File: src/rtl/idli_sqi_ctrl.sv
// Quad-mode SQI sequencer: one nibble lane per attached SRAM, shared chip select and SCK enable.
// Each request runs command, address and optional dummy phases, then a back-pressured data burst.
//
//   state   | meaning
//   --------+-------------------------------------------------------------
//   S_IDLE  | cs_n high, ready for a request
//   S_CMD   | two cycles driving the command byte, high nibble first
//   S_ADDR  | ADDR_W/4 cycles driving the address, MSB nibble first
//   S_DUMMY | read turnaround, pins released, SCK still running
//   S_DATA  | data beats; SCK runs only when the data side can move
//   S_GAP   | cs_n high for CS_IDLE_CYC cycles before returning to idle
module idli_sqi_ctrl #(
    parameter int SQI_NUM     = 2,
    parameter int ADDR_W      = 24,
    parameter int LEN_W       = 8,
    parameter int DUMMY_CYC   = 2,
    parameter int CS_IDLE_CYC = 1
) (
    input  logic                   i_clk,
    input  logic                   i_rst,
    input  logic                   i_req_vld,
    output logic                   o_req_rdy,
    input  logic                   i_req_wr,
    input  logic [ADDR_W-1:0]      i_req_addr,
    input  logic [LEN_W-1:0]       i_req_len,
    input  logic                   i_wdata_vld,
    input  logic [4*SQI_NUM-1:0]   i_wdata,
    output logic                   o_wdata_rdy,
    output logic                   o_rdata_vld,
    output logic [4*SQI_NUM-1:0]   o_rdata,
    input  logic                   i_rdata_rdy,
    output logic                   o_busy,
    output logic                   o_sqi_cs_n,
    output logic                   o_sqi_sck_en,
    output logic                   o_sqi_oe,
    output logic [4*SQI_NUM-1:0]   o_sqi_out,
    input  logic [4*SQI_NUM-1:0]   i_sqi_in
);

    localparam int ADDR_NIB = ADDR_W / 4;
    localparam int CNT_W    = 16;

    typedef enum logic [2:0] {
        S_IDLE,
        S_CMD,
        S_ADDR,
        S_DUMMY,
        S_DATA,
        S_GAP
    } state_t;

    state_t             state_q, state_d;
    logic [CNT_W-1:0]   cnt_q, cnt_d;
    logic [LEN_W-1:0]   beat_q, beat_d;
    logic               wr_q, wr_d;
    logic [ADDR_W-1:0]  addr_q, addr_d;
    logic               beat;
    logic               rd_cap;
    logic [3:0]         nib;
    logic [7:0]         cmd_byte;

    always_ff @(posedge i_clk) begin
        if (i_rst) begin
            state_q     <= S_IDLE;
            cnt_q       <= '0;
            beat_q      <= '0;
            wr_q        <= 1'b0;
            addr_q      <= '0;
            o_rdata_vld <= 1'b0;
            o_rdata     <= '0;
        end else begin
            state_q     <= state_d;
            cnt_q       <= cnt_d;
            beat_q      <= beat_d;
            wr_q        <= wr_d;
            addr_q      <= addr_d;
            o_rdata_vld <= rd_cap;
            if (rd_cap) begin
                o_rdata <= i_sqi_in;
            end
        end
    end

    always_comb begin
        state_d      = state_q;
        cnt_d        = cnt_q;
        beat_d       = beat_q;
        wr_d         = wr_q;
        addr_d       = addr_q;
        o_req_rdy    = 1'b0;
        o_busy       = (state_q != S_IDLE);
        o_sqi_cs_n   = 1'b1;
        o_sqi_sck_en = 1'b0;
        o_sqi_oe     = 1'b0;
        o_sqi_out    = '0;
        o_wdata_rdy  = 1'b0;
        beat         = 1'b0;
        rd_cap       = 1'b0;
        nib          = '0;
        cmd_byte     = wr_q ? 8'h02 : 8'h03;

        case (state_q)
            S_IDLE: begin
                // Holding off ready during reset keeps a request from slipping in on the reset edge.
                o_req_rdy = !i_rst;
                if (i_req_vld && !i_rst) begin
                    wr_d    = i_req_wr;
                    addr_d  = i_req_addr;
                    beat_d  = i_req_len;
                    cnt_d   = CNT_W'(1);
                    state_d = S_CMD;
                end
            end

            S_CMD: begin
                o_sqi_cs_n   = 1'b0;
                o_sqi_sck_en = 1'b1;
                o_sqi_oe     = 1'b1;
                nib          = (cnt_q != '0) ? cmd_byte[7:4] : cmd_byte[3:0];
                o_sqi_out    = {SQI_NUM{nib}};
                if (cnt_q == '0) begin
                    cnt_d   = CNT_W'(ADDR_NIB - 1);
                    state_d = S_ADDR;
                end else begin
                    cnt_d = cnt_q - 1'b1;
                end
            end

            S_ADDR: begin
                o_sqi_cs_n   = 1'b0;
                o_sqi_sck_en = 1'b1;
                o_sqi_oe     = 1'b1;
                nib          = 4'(addr_q >> {cnt_q, 2'b00});
                o_sqi_out    = {SQI_NUM{nib}};
                if (cnt_q == '0) begin
                    if (wr_q || DUMMY_CYC == 0) begin
                        state_d = S_DATA;
                    end else begin
                        cnt_d   = CNT_W'(DUMMY_CYC - 1);
                        state_d = S_DUMMY;
                    end
                end else begin
                    cnt_d = cnt_q - 1'b1;
                end
            end

            S_DUMMY: begin
                o_sqi_cs_n   = 1'b0;
                o_sqi_sck_en = 1'b1;
                if (cnt_q == '0) begin
                    state_d = S_DATA;
                end else begin
                    cnt_d = cnt_q - 1'b1;
                end
            end

            S_DATA: begin
                o_sqi_cs_n = 1'b0;
                if (wr_q) begin
                    o_sqi_oe    = 1'b1;
                    o_sqi_out   = i_wdata;
                    beat        = i_wdata_vld;
                    o_wdata_rdy = i_wdata_vld;
                end else begin
                    beat   = i_rdata_rdy;
                    rd_cap = i_rdata_rdy;
                end
                o_sqi_sck_en = beat;
                if (beat) begin
                    if (beat_q == '0) begin
                        cnt_d   = CNT_W'(CS_IDLE_CYC - 1);
                        state_d = S_GAP;
                    end else begin
                        beat_d = beat_q - 1'b1;
                    end
                end
            end

            S_GAP: begin
                if (cnt_q == '0) begin
                    state_d = S_IDLE;
                end else begin
                    cnt_d = cnt_q - 1'b1;
                end
            end

            default: begin
                state_d = S_IDLE;
            end
        endcase
    end

endmodule

File: config.mk
export PLATFORM = sky130hd
export DESIGN_NAME = idli_sqi_ctrl
export DESIGN_NICKNAME = d
export VERILOG_FILES = /design/src/rtl/idli_sqi_ctrl.sv
export SDC_FILE = /design/constraint.sdc
export NUM_CORES = 1
export LEC_CHECK = 0
export BUFFER_PORTS_ARGS = -buffer_cell sky130_fd_sc_hd__buf_2
export CAP_MARGIN = 25
export CELL_PAD_IN_SITES_DETAIL_PLACEMENT = 1
export CELL_PAD_IN_SITES_GLOBAL_PLACEMENT = 1
export CORE_ASPECT_RATIO = 0.6
export CORE_UTILIZATION = 39
export CTS_CLUSTER_DIAMETER = 40
export DETAILED_ROUTE_END_ITERATION = 6
export PLACE_DENSITY_LB_ADDON = 0.1
export SLEW_MARGIN = 20
export SYNTH_ARGS = -nofsm -noshare
export SYNTH_HDL_FRONTEND = slang
export SYNTH_SLANG_ARGS = --single-unit
export TNS_END_PERCENT = 30
File: constraint.sdc
create_clock -name i_clk -period 2.9 [get_ports i_clk]
set_input_delay 0.435 -clock i_clk [delete_from_list [all_inputs] [get_ports i_clk]]
set_output_delay 0.435 -clock i_clk [all_outputs]
set_load 0.02 [all_outputs]
==> metrics.md <==
| Metric | Value |
|---|---|
| Result of the run | `completed` |
| Antenna Cells | `0` |
| Yosys warning count | `0` |
| Standard-cell rows | `25` |
| Cell Area, Synth | `3220 µm²` |
| Wire per inst | `15.8 µm` |
| #FFs+latches synth | `61` |
| Weighted congestion reported at the end of routability-driven placement | `0.791` |
| Fraction of final layout cells sized beyond drive strength 1 | `around a quarter` |
| Synthesized netlist cell count | `412` |
| Post-place setup slack | `0.396 ns` |
| Final-stage net count | `about 540` |
| Worst Path Required | `2.47 ns` |
| Clk Latency, worst-skew pair | `0.33 ns` |
| Area growth from synthesis to layout | `24.7%` |
| Vias after detailed routing | `approximately 3100` |
| Highest Clock Rate | `364 MHz` |
| Worst vdd ir | `0.346 mV` |
| Cts bufs inserted | `9` |
| Initial detailed-routing violation count | `154` |
| Initial antenna violation count | `0` |
| Leftover overflow at the end of global routing | `0` |
| Pre-antenna DRT Iters | `4` |
| Net count after synthesis | `470` |
| Setup repair bufs after CTS | `0` |
| Overall routing resource usage | `23.0%` |
| Worst Setup Start Kind | `flip-flop` |
| Mean instance size in the synthesized netlist | `7.82 µm²` |
| Worst endpoint data arrival time | `2.31 ns` |
| Setup slack of the critical path after layout | `0.153 ns` |
| H-Tree Level Count | `3` |
| Largest fanout on the critical path | `6` |
| Fill cell total of the finished layout | `1012` |
| Largest net degree at the start of global routing | `51` |
| Post-DP HPWL | `6.87 mm` |
| Total Die Area | `8640 µm²` |
| Initial core utilization | `40.5%` |
| CTS clk-pin slew, worst paths | `0.05 ns` |
| Final setup TNS | `0 ns` |
| Slew Limit Fails | `0` |
| Global-route wire length before repair | `15.3 mm` |
| Core Footprint | `between 7000 and 8000 µm²` |
| Nature of the critical path endpoint | `output port` |
| Final period util | `94.7%` |
| IO buf count | `76` |
| Root buffer selected by CTS | `clkbuf_16` |
| Height of the chip | `72.4 µm` |
| Unique cell type count in the Yosys netlist | `54` |
| Number of flops mapped to enable cells by yosys | `0` |
| Cell Pwr Density | `1030 nW/µm²` |
| Number of global-route vias before repair | `2974` |
| Setup-failing EPs final | `0` |
| Number of buffers between clock root and the deepest sink | `2` |
| Shortest period the worst path allows | `2.75 ns` |
| Post-Route Skew | `approximately 0.0058 ns` |
| Total I/O pin count | `77` |
| Proportion of synthesized flip-flops having asynchronous set or reset | `0%` |
| Top_reg_cell synth | `dfxtp_1` |
| Worst relative slew slack | `58.0%` |
| Number of nets with antenna violations after routing | `0` |
| Start-to-end type of the worst setup path | `flip-flop to output port` |
| Class of the worst hold path | `input pin to flip-flop` |
| Routed via count divided by cell count | `5.25` |
| Post-route DRC violation count | `0` |
| TritonCTS clock tree | `done` |
| Routed WL | `9.40 mm` |
| Hold violation total from the final report | `0` |
| Slew at the pin closest to its max-slew limit | `0.630 ns` |
| P_leak | `1.74 nW` |
| Total of max-cap violations | `0` |
| RSZ-0062 raised after global routing | `false` |
| Share of the core filled with cells in the final layout | `50.6%` |
| Clock sinks | `61` |
| Width of the chip | `~120 µm` |
| Sequential-to-total area share from yosys stat | `37.9%` |
==> placed cells by master, fill, tap and decap left out, types with 4 or more instances in the layout <==
cell,count
a21oi_1,28
a221oi_1,4
and2_1,4
buf_2,76
buf_4,12
clkbuf_16,9
dfxtp_1,61
ha_1,4
inv_1,10
mux2i_1,13
nand2_1,90
nand3_1,8
nand4_1,4
nor2_1,33
nor3_1,11
nor4_1,5
o21ai_0,42
o221ai_1,4
or3_1,6
xor2_1,9
==> through the flow <==
stage / area, µm² / power [mW] / hold WS, ns / instances
6_report: 4020 / 4.14 / 0.298 / 596
5_1_grt: 4020 / 4.43 / 0.313 / 596
4_1_cts: 4020 / 4.17 / 0.289 / 596
3_5_place_dp: 3700 / 2.99 / 0.453 / 581
3_3_place_gp: 3700 / 2.95 / 0.444 / 581
2_1_floorplan: 3220 / 2.50 / 0.432 / 412
==> repair_timing <==
| action | in CTS | in global routing |
|---|---|---|
| resized for setup | 0 | 1 |
| endpoints found under the setup margin | 0 | 8 |
| hold buffers | 0 | 0 |
==> registers in the layout, indices dropped and copies added (netlist names) <==
register	count
wr_q	1
beat_q	8
o_rdata	8
o_rdata_vld	1
cnt_q	16
state_q	3
addr_q	24
==> final timing paths <==
| kind | start | end | slack (ns) | cells past startpoint |
|---|---|---|---|---|
| max | cnt_q[4]$_SDFFE_PP0P_ | o_sqi_out[4] | 0.15 | 6 |
| min | i_req_addr[21] | addr_q[21]$_SDFFE_PP0P_ | 0.30 | 3 |
| max reg2reg | cnt_q[2]$_SDFFE_PP0P_ | cnt_q[14]$_SDFFE_PP0P_ | 0.47 | 6 |
| min reg2reg | addr_q[8]$_SDFFE_PP0P_ | addr_q[8]$_SDFFE_PP0P_ | 0.46 | 2 |
==> per-layer routing <==
| layer | vias to the layer above | share of wire (%) | track usage (%) | routed length, µm |
|---|---|---|---|---|
| li1 | 1587 | - | - | - |
| met1 | 1468 | 52 | 33.1 | 4910 |
| met2 | 67 | 41 | 34.0 | 3900 |
| met3 | 7 | 5.4 | 5.82 | 507 |
| met4 | 0 | 0.83 | 6.25 | 78 |
| met5 | - | 0 | 0 | 0 |
==> final cells by class <==
| class | count | area [µm²] | share of cell area [%] |
|---|---|---|---|
| repair buffers | 88 | 470 | 11.7 |
| flip-flops and latches | 61 | 1220 | 30.4 |
| clock inverters | 4 | 72.6 | 1.81 |
| clock buffers | 11 | 243 | 6.04 |
| well taps | 108 | 135 | 3.36 |
| multi-input cells | 314 | 1840 | 45.7 |
| inverters | 10 | 37.5 | 0.934 |
==> kinds of logic (layout without fill, tap and decap cells) <==
kind of cell	after synthesis	after routing	share of synthesized area, %
buffers and inverters	37	113	5.24
DFF	61	61	37.9
AOI/OAI and AO/OA	99	99	19.3
xor gates and xnor gates	11	11	2.99
and+or+nand+nor	182	182	26.5
adders and majority gates	4	4	1.55
muxes	18	18	6.49
==> cell usage after synthesis, types with 4 or more instances <==
master    instances  share of area, %
a21oi_1          28               4.4
a221oi_1          4               1.1
and2_1            4              0.78
buf_2             6              0.93
clkbuf_1         17               2.0
dfxtp_1          61                38
ha_1              4               1.6
inv_1            10               1.2
mux2i_1          13               4.0
nand2_1          90                10
nand3_1           8               1.2
nand4_1           4              0.78
nor2_1           34               4.0
nor3_1           11               1.7
nor3b_1           4              0.93
nor4_1            5              0.97
o21ai_0          42               6.5
o221ai_1          4               1.1
or3_1             6               1.2
xor2_1            9               2.4
==> where the power goes <==
group	switching (mW)	internal (mW)	leakage, nW
clock network	0.370	0.769	0.152
logic	1.13	0.696	1.09
registers	0.173	0.998	0.499
total	1.67	2.46	1.74
==> critical path, stage by stage (launching register included) <==
cell     delay [ns]
dfxtp_1        0.35
or4_4          0.61
or2_2          0.36
nor2_2         0.27
a21oi_1        0.15
nand2_1        0.09
buf_2          0.16
Power figures use the tool's default switching activity.
